--- src/rtl/score_pkg.sv ---
// score_pkg: shared types and constants for the game-status display stage.
// Game-state encoding and display constants.
package score_pkg;

  typedef enum logic [1:0] {
    IDLE,
    PLAY,
    HIT,
    OVER
  } state_t;

  localparam logic [3:0] DIGIT_BLANK = 4'hF;
  localparam int         NUM_DIGITS  = 6;
  localparam int         LIVES_W     = 2;

endpackage

--- src/rtl/score_display_bcd4_counter.sv ---
// bcd4_counter: four-digit BCD up-counter.
// Sticks at 9999 instead of wrapping.
module bcd4_counter (
  input  logic        clk,
  input  logic        reset,
  input  logic        inc,
  output logic [15:0] out
);

  logic [15:0] nxt;
  logic        carry;
  logic        sat;

  assign sat = (out == 16'h9999);

  // ripple a +1 through the BCD digits, units first
  always_comb begin
    nxt   = out;
    carry = 1'b1;
    for (int i = 0; i < 4; i++) begin
      if (carry) begin
        if (out[i*4 +: 4] == 4'd9) begin
          nxt[i*4 +: 4] = 4'd0;
        end else begin
          nxt[i*4 +: 4] = out[i*4 +: 4] + 4'd1;
          carry         = 1'b0;
        end
      end
    end
  end

  // score register
  always_ff @(posedge clk) begin
    if (reset) begin
      out <= '0;
    end else if (inc && !sat) begin
      out <= nxt;
    end
  end

endmodule

--- src/rtl/score_display.sv ---
// score_display: score/lives bookkeeping, game FSM and
// six-digit scan mux feeding the BCD-to-7-segment decoder.
module score_display
  import score_pkg::*;
#(
  parameter int SCAN_BITS  = 15,
  parameter int HIT_HOLD   = 4,
  parameter int LIVES_INIT = 3
) (
  input  logic               clk,
  input  logic               reset,
  input  logic               enable,
  input  logic               tick,
  input  logic               coll,
  output logic [2:0]         sel,
  output logic [3:0]         digit,
  output logic [LIVES_W-1:0] lives,
  output logic               game_over
);

  state_t               state_q;
  state_t               state_d;
  logic [LIVES_W-1:0]   lives_d;
  logic [3:0]           hold_q;
  logic [3:0]           hold_d;
  logic                 coll_q;
  logic                 hit_edge;
  logic                 inc;
  logic [15:0]          score;
  logic [SCAN_BITS-1:0] scan_q;
  logic [2:0]           sel_d;
  logic [3:0]           digit_d;

  assign hit_edge = coll & ~coll_q & enable;
  assign inc      = tick & enable &
                    ((state_q == PLAY) | (state_q == HIT));

  bcd4_counter u_score (
    .clk   (clk),
    .reset (reset),
    .inc   (inc),
    .out   (score)
  );

  // next state, lives and hit-immunity hold
  always_comb begin
    state_d = state_q;
    lives_d = lives;
    hold_d  = hold_q;
    unique case (state_q)
      IDLE: begin
        if (enable) state_d = PLAY;
      end
      PLAY: begin
        if (hit_edge) begin
          if (lives == LIVES_W'(1)) begin
            lives_d = '0;
            state_d = OVER;
          end else begin
            lives_d = lives - LIVES_W'(1);
            hold_d  = 4'(HIT_HOLD);
            state_d = HIT;
          end
        end
      end
      HIT: begin
        if (inc) begin
          hold_d = hold_q - 4'd1;
          if (hold_q == 4'd1) state_d = PLAY;
        end
      end
      OVER: begin
        state_d = OVER;
      end
      default: begin
        state_d = IDLE;
      end
    endcase
  end

  // game state registers
  always_ff @(posedge clk) begin
    if (reset) begin
      state_q   <= IDLE;
      lives     <= LIVES_W'(LIVES_INIT);
      hold_q    <= '0;
      coll_q    <= 1'b0;
      game_over <= 1'b0;
    end else begin
      state_q   <= state_d;
      lives     <= lives_d;
      hold_q    <= hold_d;
      coll_q    <= coll;
      game_over <= (state_d == OVER);
    end
  end

  assign sel_d = (&scan_q)
               ? ((sel == 3'(NUM_DIGITS - 1)) ? 3'd0 : sel + 3'd1)
               : sel;

  // pick the code for the digit being selected next
  always_comb begin
    digit_d = DIGIT_BLANK;
    case (sel_d)
      3'd0:    digit_d = score[3:0];
      3'd1:    digit_d = score[7:4];
      3'd2:    digit_d = score[11:8];
      3'd3:    digit_d = score[15:12];
      3'd5:    digit_d = 4'(lives);
      default: digit_d = DIGIT_BLANK;
    endcase
  end

  // scan divider with sel and digit registered together
  always_ff @(posedge clk) begin
    if (reset) begin
      scan_q <= '0;
      sel    <= 3'd0;
      digit  <= 4'd0;
    end else begin
      scan_q <= scan_q + SCAN_BITS'(1);
      sel    <= sel_d;
      digit  <= digit_d;
    end
  end

endmodule
--- config.mk ---
export PLATFORM = sky130hd
export DESIGN_NAME = score_display
export DESIGN_NICKNAME = d
export VERILOG_FILES = /design/src/rtl/score_pkg.sv /design/src/rtl/score_display_bcd4_counter.sv /design/src/rtl/score_display.sv
export SDC_FILE = /design/constraint.sdc
export NUM_CORES = 1
export LEC_CHECK = 0
export ABC_AREA = 1
export CAP_MARGIN = 20
export CORE_AREA = 2 2 97 108
export DETAILED_ROUTE_END_ITERATION = 8
export DIE_AREA = 0 0 99 110
export GPL_TIMING_DRIVEN = 1
export PLACE_DENSITY_LB_ADDON = 0.12
export SLEW_MARGIN = 20
export SYNTH_ARGS = -nofsm -noshare
export SYNTH_HDL_FRONTEND = slang
export SYNTH_SLANG_ARGS = --single-unit
export TNS_END_PERCENT = 10
--- constraint.sdc ---
create_clock -name clk -period 4.5 [get_ports clk]
set_input_delay 1.125 -clock clk [delete_from_list [all_inputs] [get_ports clk]]
set_output_delay 1.125 -clock clk [all_outputs]
set_load 0.05 [all_outputs]
==> metrics, run 1 <==
status finished clean; Final HPWL DP 4.14 mm; Syn. warnings 0; Fmax around 0.36 GHz; vias in the first global route 2109; DIE AREA 10900 µm²; Max Buffers Root-to-Sink 2; Routed WL 5.49 mm; max_cap viols 0; largest net degree at the start of global routing 28; Layout Skew 0.00565 ns; RSZ-0062 raised after global routing false; crit-path max cell delay about 0.87 ns; Yosys reg bits 48; CP arrival 1.69 ns; CP required between 3 and 4 ns; DRT Pass-1 Iters 4; synthesized net count 367; delay-heaviest family, CP buffers and inverters; GR Overflow Total 0; Synth async-reset ratio 0%; synth cell count leaders nand2_1, dfxtp_1, nor2_1, inv_1; CTS tree done; Cell Pwr Density 295 nW/µm²; Final ANT Viol Nets 0; Clock Sinks 48; syn avg cell area 7.03 µm²; Final Max Slew Viols 0; routability cong. roughly 0.76; DR vias 2178; Starting Density 25.5%; minimum clock period after layout 2.81 ns; Rel. slew slack 62.4%; clk_lat worst skew around 0.30 ns; CTS buffer count 5; Antenna Cells 0; LEAKAGE 1.05 nW; Post-CTS Resized 0; # DRC 0; postcts setup bufs 0; initial antenna violation count 0; Netlist Area Pre-Place 2490 µm²; worst path buffer plus inverter count 1; crit path kind reg -> out; CP startpoint kind flop; synth top area cells dfxtp_1, nand2_1, nor2_1; crit path cell chain clkdlybuf4s50_1; worst hold margin 0.455 ns; Synth top area share 38.6%; TNS Setup 0 ns; Setup crit end kind primary output; root buf cell clkbuf_8; CP max FO 9; final hold vios 0; GRT Overall Usage 10.9%; drt wl/cell 11.2 µm; Unique masters post-synth 34; Final Cycle Share 62.5%; Die H 110 µm; chip width 99 µm; Worst Tran Pin Value 0.561 ns; Reg clk slew, reported paths about 0.090 ns; VDD IR max 0.000117 V; H-tree depth 2; FP Rows 38; initial drt markers 105; CTS Hold Bufs 0; IO Count 15; post-DR vias/cell 4.46; most numerous cell in the Yosys netlist nand2_1; Post-synth EDFFs 0; Hold Crit Class reg -> reg; global-route wire length before repair 9.76 mm; final number of setup-violating endpoints 0; Core Area 9750 µm²; post-synthesis sequential area ratio roughly two fifths; number of nets in the layout 380; Slowest-stage cell, CP clkdlybuf4s50_1; Cells after Synth 354; layout-stage area growth over the synthesis result 15.0%; IO buf count 14; share of cells above drive strength 1 10.3%; dominant register cell in the synthesized netlist dfxtp_1; area leader, netlist dfxtp_1
==> cells by family after synthesis <==
logic type / Yosys count / share of synthesized area [%]
simple gates: 183 / 35.2
compound gates: 59 / 12.6
buf+inv: 53 / 8.50
flops: 48 / 38.6
fa+ha+maj: 8 / 4.02
xor+xnor: 3 / 1.06
==> state kept, by name, summed over array words and instances (netlist names) <==
register / flops
digit: 4
coll_q: 1
scan_q: 15
sel: 3
lives: 2
hold_q: 4
state_q: 2
u_score.out: 16
game_over: 1
==> worst paths after layout <==
check                        from              endpoint  slack (ns)  cells past startpoint
max             sel[0]$_SDFF_PP0_                sel[0]        1.69                      1
max reg2reg  scan_q[0]$_SDFF_PP0_   digit[1]$_SDFF_PP0_        2.34                     12
min reg2reg  scan_q[0]$_SDFF_PP0_  scan_q[0]$_SDFF_PP0_        0.46                      1
min          scan_q[0]$_SDFF_PP0_  scan_q[0]$_SDFF_PP0_        0.46                      1
==> cell type report <==
cell class                      count  area [µm²]
Fill cell                        1044        6890
Tap cell                          120         150
Clock buffer                        6        82.6
Sequential cell                    48         961
Multi-Input combinational cell    253        1320
Timing Repair Buffer               15         148
Clock inverter                      2        38.8
Inverter                           44         165
==> per-layer routing <==
layer	GRT usage, %	routed length, µm	share of wire [%]
met3	2.08	154	2.8
met2	18.9	2540	46
met5	0	0	0
met4	3.23	80	1.5
met1	13.9	2710	49
==> cell usage in the layout (no fill, tap or decap) <==
cell type / n
nor2b_1: 1
clkinv_1: 2
o21ai_0: 20
nand3_2: 2
a31oi_1: 2
nor2_2: 7
nand3_1: 26
xor2_1: 3
a21oi_1: 26
or2_1: 1
nand3b_1: 2
ha_1: 8
or2_2: 1
clkdlybuf4s50_1: 14
nand2_4: 1
nor2_1: 45
inv_2: 6
o31ai_1: 1
o21ai_1: 5
nor3b_2: 1
buf_4: 1
clkbuf_8: 6
o21bai_1: 1
a22oi_1: 2
nand2_2: 8
clkinv_4: 1
o21a_1: 1
bufinv_16: 1
a211oi_1: 1
nor3_1: 7
nand4_1: 16
inv_1: 36
nor4_1: 2
nor2_4: 3
dfxtp_1: 48
nand2_1: 60
==> per-stage QoR <==
stage	cell area [µm²]	std cells	worst slack, ns	utilization [%]	power [mW]
3_5_place_dp	2740	480	1.46	28.1	0.524
5_1_grt	2860	488	1.62	29.4	0.889
2_1_floorplan	2490	354	2.43	-	0.504
4_1_cts	2860	488	1.66	29.4	0.862
3_3_place_gp	2740	480	1.52	28.1	0.525
6_report	2860	488	1.69	29.4	0.845
==> power breakdown <==
part / total, mW / leakage (nW) / internal [mW] / switching [mW]
sequential: 0.445 / 0.389 / 0.435 / 0.00924
combinational: 0.0676 / 0.600 / 0.0249 / 0.0427
clock: 0.333 / 0.0614 / 0.182 / 0.151
==> worst reg2reg max path: stages (launching register included) <==
cell,delay [ns]
dfxtp_1,0.36
ha_1,0.19
nand2_2,0.09
nor2_4,0.12
nand2_2,0.11
nor2_4,0.16
nand2_1,0.06
nand2_1,0.29
nand2_1,0.08
o21ai_1,0.19
nand3_1,0.14
nor2_1,0.19
nor2_1,0.06
Power figures use the tool's default switching activity.
==> run 2: changes to the inputs <==
==> constraint.sdc (replaced) <==
create_clock -name clk -period 2.5 [get_ports clk]
set_input_delay 0.625 -clock clk [delete_from_list [all_inputs] [get_ports clk]]
set_output_delay 0.625 -clock clk [all_outputs]
set_load 0.05 [all_outputs]
==> run 2 against run 1 <==
  * Worst hold slack worse by 0.0044 ns
  * Critical endpoint is now sel[1]
  * Setup slack worse by 1.5 ns
  * First-iteration DRC count is 16% lower
  * Wire length is 1.3% higher
  * Global-route usage is 0.26 points higher
  * Clock power is 78% higher
  * Highest routed layer unchanged
  * Clock skew is 0.0028 ns higher
  * Total power is 79% higher
==> metrics, run 2 (synthesis results as in run 1) <==
status finished clean; routing usage on met2 19.7%; Hold EP scan_q[0]$_SDFF_PP0_; Clock Sinks 48; DIE AREA between 10000 and 15000 µm²; CP arrival about 1.7 ns; Rel. slew slack between 60% and 70%; postcts setup bufs 0; Final HPWL DP 4.22 mm; Internal approximately 1.1 mW; GRT met3 Usage about 2.2%; worst r2r path cells 14; Die H approximately 110 µm; most common cell after layout, fill and taps aside nand2_1; worst reg-to-reg setup slack 0.57 ns; Layout Skew 0.00847 ns; routability cong. 0.740; IO Count 15; drt wl/cell 11.3 µm; Fmax ~0.43 GHz; CP max FO 9; Starting Density 25.5%; CTS Hold Bufs 0; VDD IR max 0.000226 V; vias in the first global route 2186; chip width 99 µm; GRT Overall Usage 11.2%; register bank with the most flops u_score.out; DR vias 2247; Worst Tran Pin Value between 0.5 and 0.6 ns; Clk network pwr share 39.1%; Post-Place Cell Area between 2000 and 3000 µm²; H-tree depth 2; post-route cell area 2870 µm²; reg2reg end digit[3]$_SDFF_PP0_; Final ANT Viol Nets 0; initial drt markers 88; flip-flop count of the largest register after layout 16; number of nets in the layout 382; clk_lat worst skew 0.31 ns; Hold Path Depth 1; RSZ-0062 raised after global routing false; crit path kind reg -> out; TNS Setup 0 ns; CP startpoint kind flop; GR Overflow Total 0; Reg clk slew, reported paths 0.10 ns; LEAKAGE roughly 1.1 nW; Final Non-Filler Cells 490; Routed WL 5.56 mm; post-DR vias/cell 4.59; Top Registers u_score.out (16), scan_q (15); RR Startpoint scan_q[0]$_SDFF_PP0_; Psw 384 µW; GRT busiest layer met2; portion of total power attributed to combinational logic 8.1%; FP Rows 38; CP required 1.88 ns; layout-stage area growth over the synthesis result 15.3%; CTS tree done; switching share of power 25.3%; crit path cell chain clkdlybuf4s50_1; Antenna Cells 0; global-route wire length before repair roughly 10 mm; most frequent cells in the layout nand2_1, dfxtp_1, nor2_1; max_cap viols 0; Hold Startpoint scan_q[0]$_SDFF_PP0_; minimum clock period after layout 2.31 ns; Core Area 9750 µm²; CTS buffer count 5; Setup crit end kind primary output; Post-CTS Resized 0; final hold vios 0; delay-heaviest family, CP buffers and inverters; Final Cycle Share between 90 and 100%; crit-path max cell delay roughly 0.87 ns; worst path buffer plus inverter count 1; Max Buffers Root-to-Sink 2; DP Cell Count 482; share of cells above drive strength 1 10.8%; Global Route met1 Usage between 10 and 15%; Final Max Slew Viols 0; root buf cell clkbuf_8; # DRC 0; final number of setup-violating endpoints 0; IO buf count 14; Cell Pwr Density roughly 530 nW/µm²; Layout fillers 1060; initial antenna violation count 0; Hold Crit Class reg -> reg; DRT Pass-1 Iters 5; largest net degree at the start of global routing 27; Slowest-stage cell, CP clkdlybuf4s50_1; sequential share of power 52.8%
==> run 2: cell count changes in the layout (fill, tap and decap cells not counted), sizes merged <==
| cell | before | now |
|---|---|---|
| clkinv | 3 | 2 |
| clkinvlp | 0 | 1 |
| buf | 1 | 3 |
| inv | 42 | 43 |
| clkbuf | 6 | 5 |
==> run 2: worst max-delay path by stage <==
stage / from / to / slack (ns) / cells after the start
6_report: sel[1]$_SDFF_PP0_ / sel[1] / 0.19 / 1
5_1_grt: sel[1]$_SDFF_PP0_ / sel[1] / 0.12 / 1
3_5_place_dp: enable / u_score.out[7]$_SDFFE_PP0P_ / 0.22 / 8
2_1_floorplan: sel[1]$_SDFF_PP0_ / digit[0]$_SDFF_PP0_ / 0.64 / 10
4_1_cts: sel[1]$_SDFF_PP0_ / sel[1] / 0.17 / 1
3_3_place_gp: enable / u_score.out[7]$_SDFFE_PP0P_ / 0.26 / 8
==> run 2: area by class of cell <==
type / instances / area, µm² / share of cell area, %
clock buffer: 5 / 68.8 / 2.40
clock inverter: 3 / 46.3 / 1.61
inverter: 44 / 165 / 5.75
multi-input combinational: 253 / 1320 / 45.9
sequential: 48 / 961 / 33.5
tap: 120 / 150 / 5.23
timing repair buffer: 17 / 163 / 5.67
==> run 2: worst reg2reg max path, delay by kind of cell, from the launching register on <==
kind                       cells  cell delay [ns]
adders and majority gates      1             0.19
DFF                            1             0.36
buffers and inverters          2             0.25
and+or+nand+nor               10             0.94
AOI/OAI and AO/OA              1             0.14
==> run 2: power by group through the flow <==
stage / logic [mW] / registers (mW) / clock network [mW]
2_1_floorplan: 0.0854 / 0.822 / 0
3_3_place_gp: 0.126 / 0.819 / 0
3_5_place_dp: 0.126 / 0.818 / 0
4_1_cts: 0.126 / 0.801 / 0.617
5_1_grt: 0.147 / 0.805 / 0.643
6_report: 0.123 / 0.800 / 0.592
==> run 2: through the flow <==
stage / power (mW) / util, % / setup WS, ns / hold WS, ns
floorplan: 0.907 / - / 0.638 / 0.418
global placement: 0.945 / 28.3 / 0.257 / 0.434
detailed placement: 0.944 / 28.3 / 0.221 / 0.439
CTS: 1.54 / 29.4 / 0.168 / 0.457
global route: 1.59 / 29.4 / 0.123 / 0.475
finish: 1.52 / 29.4 / 0.192 / 0.451
==> run 2: metal layers <==
layer  wire [µm]  vias to the layer above
li1            -                     1193
met1        2640                     1023
met2        2680                       26
met3         165                        5
met4          65                        0
met5           0                        -
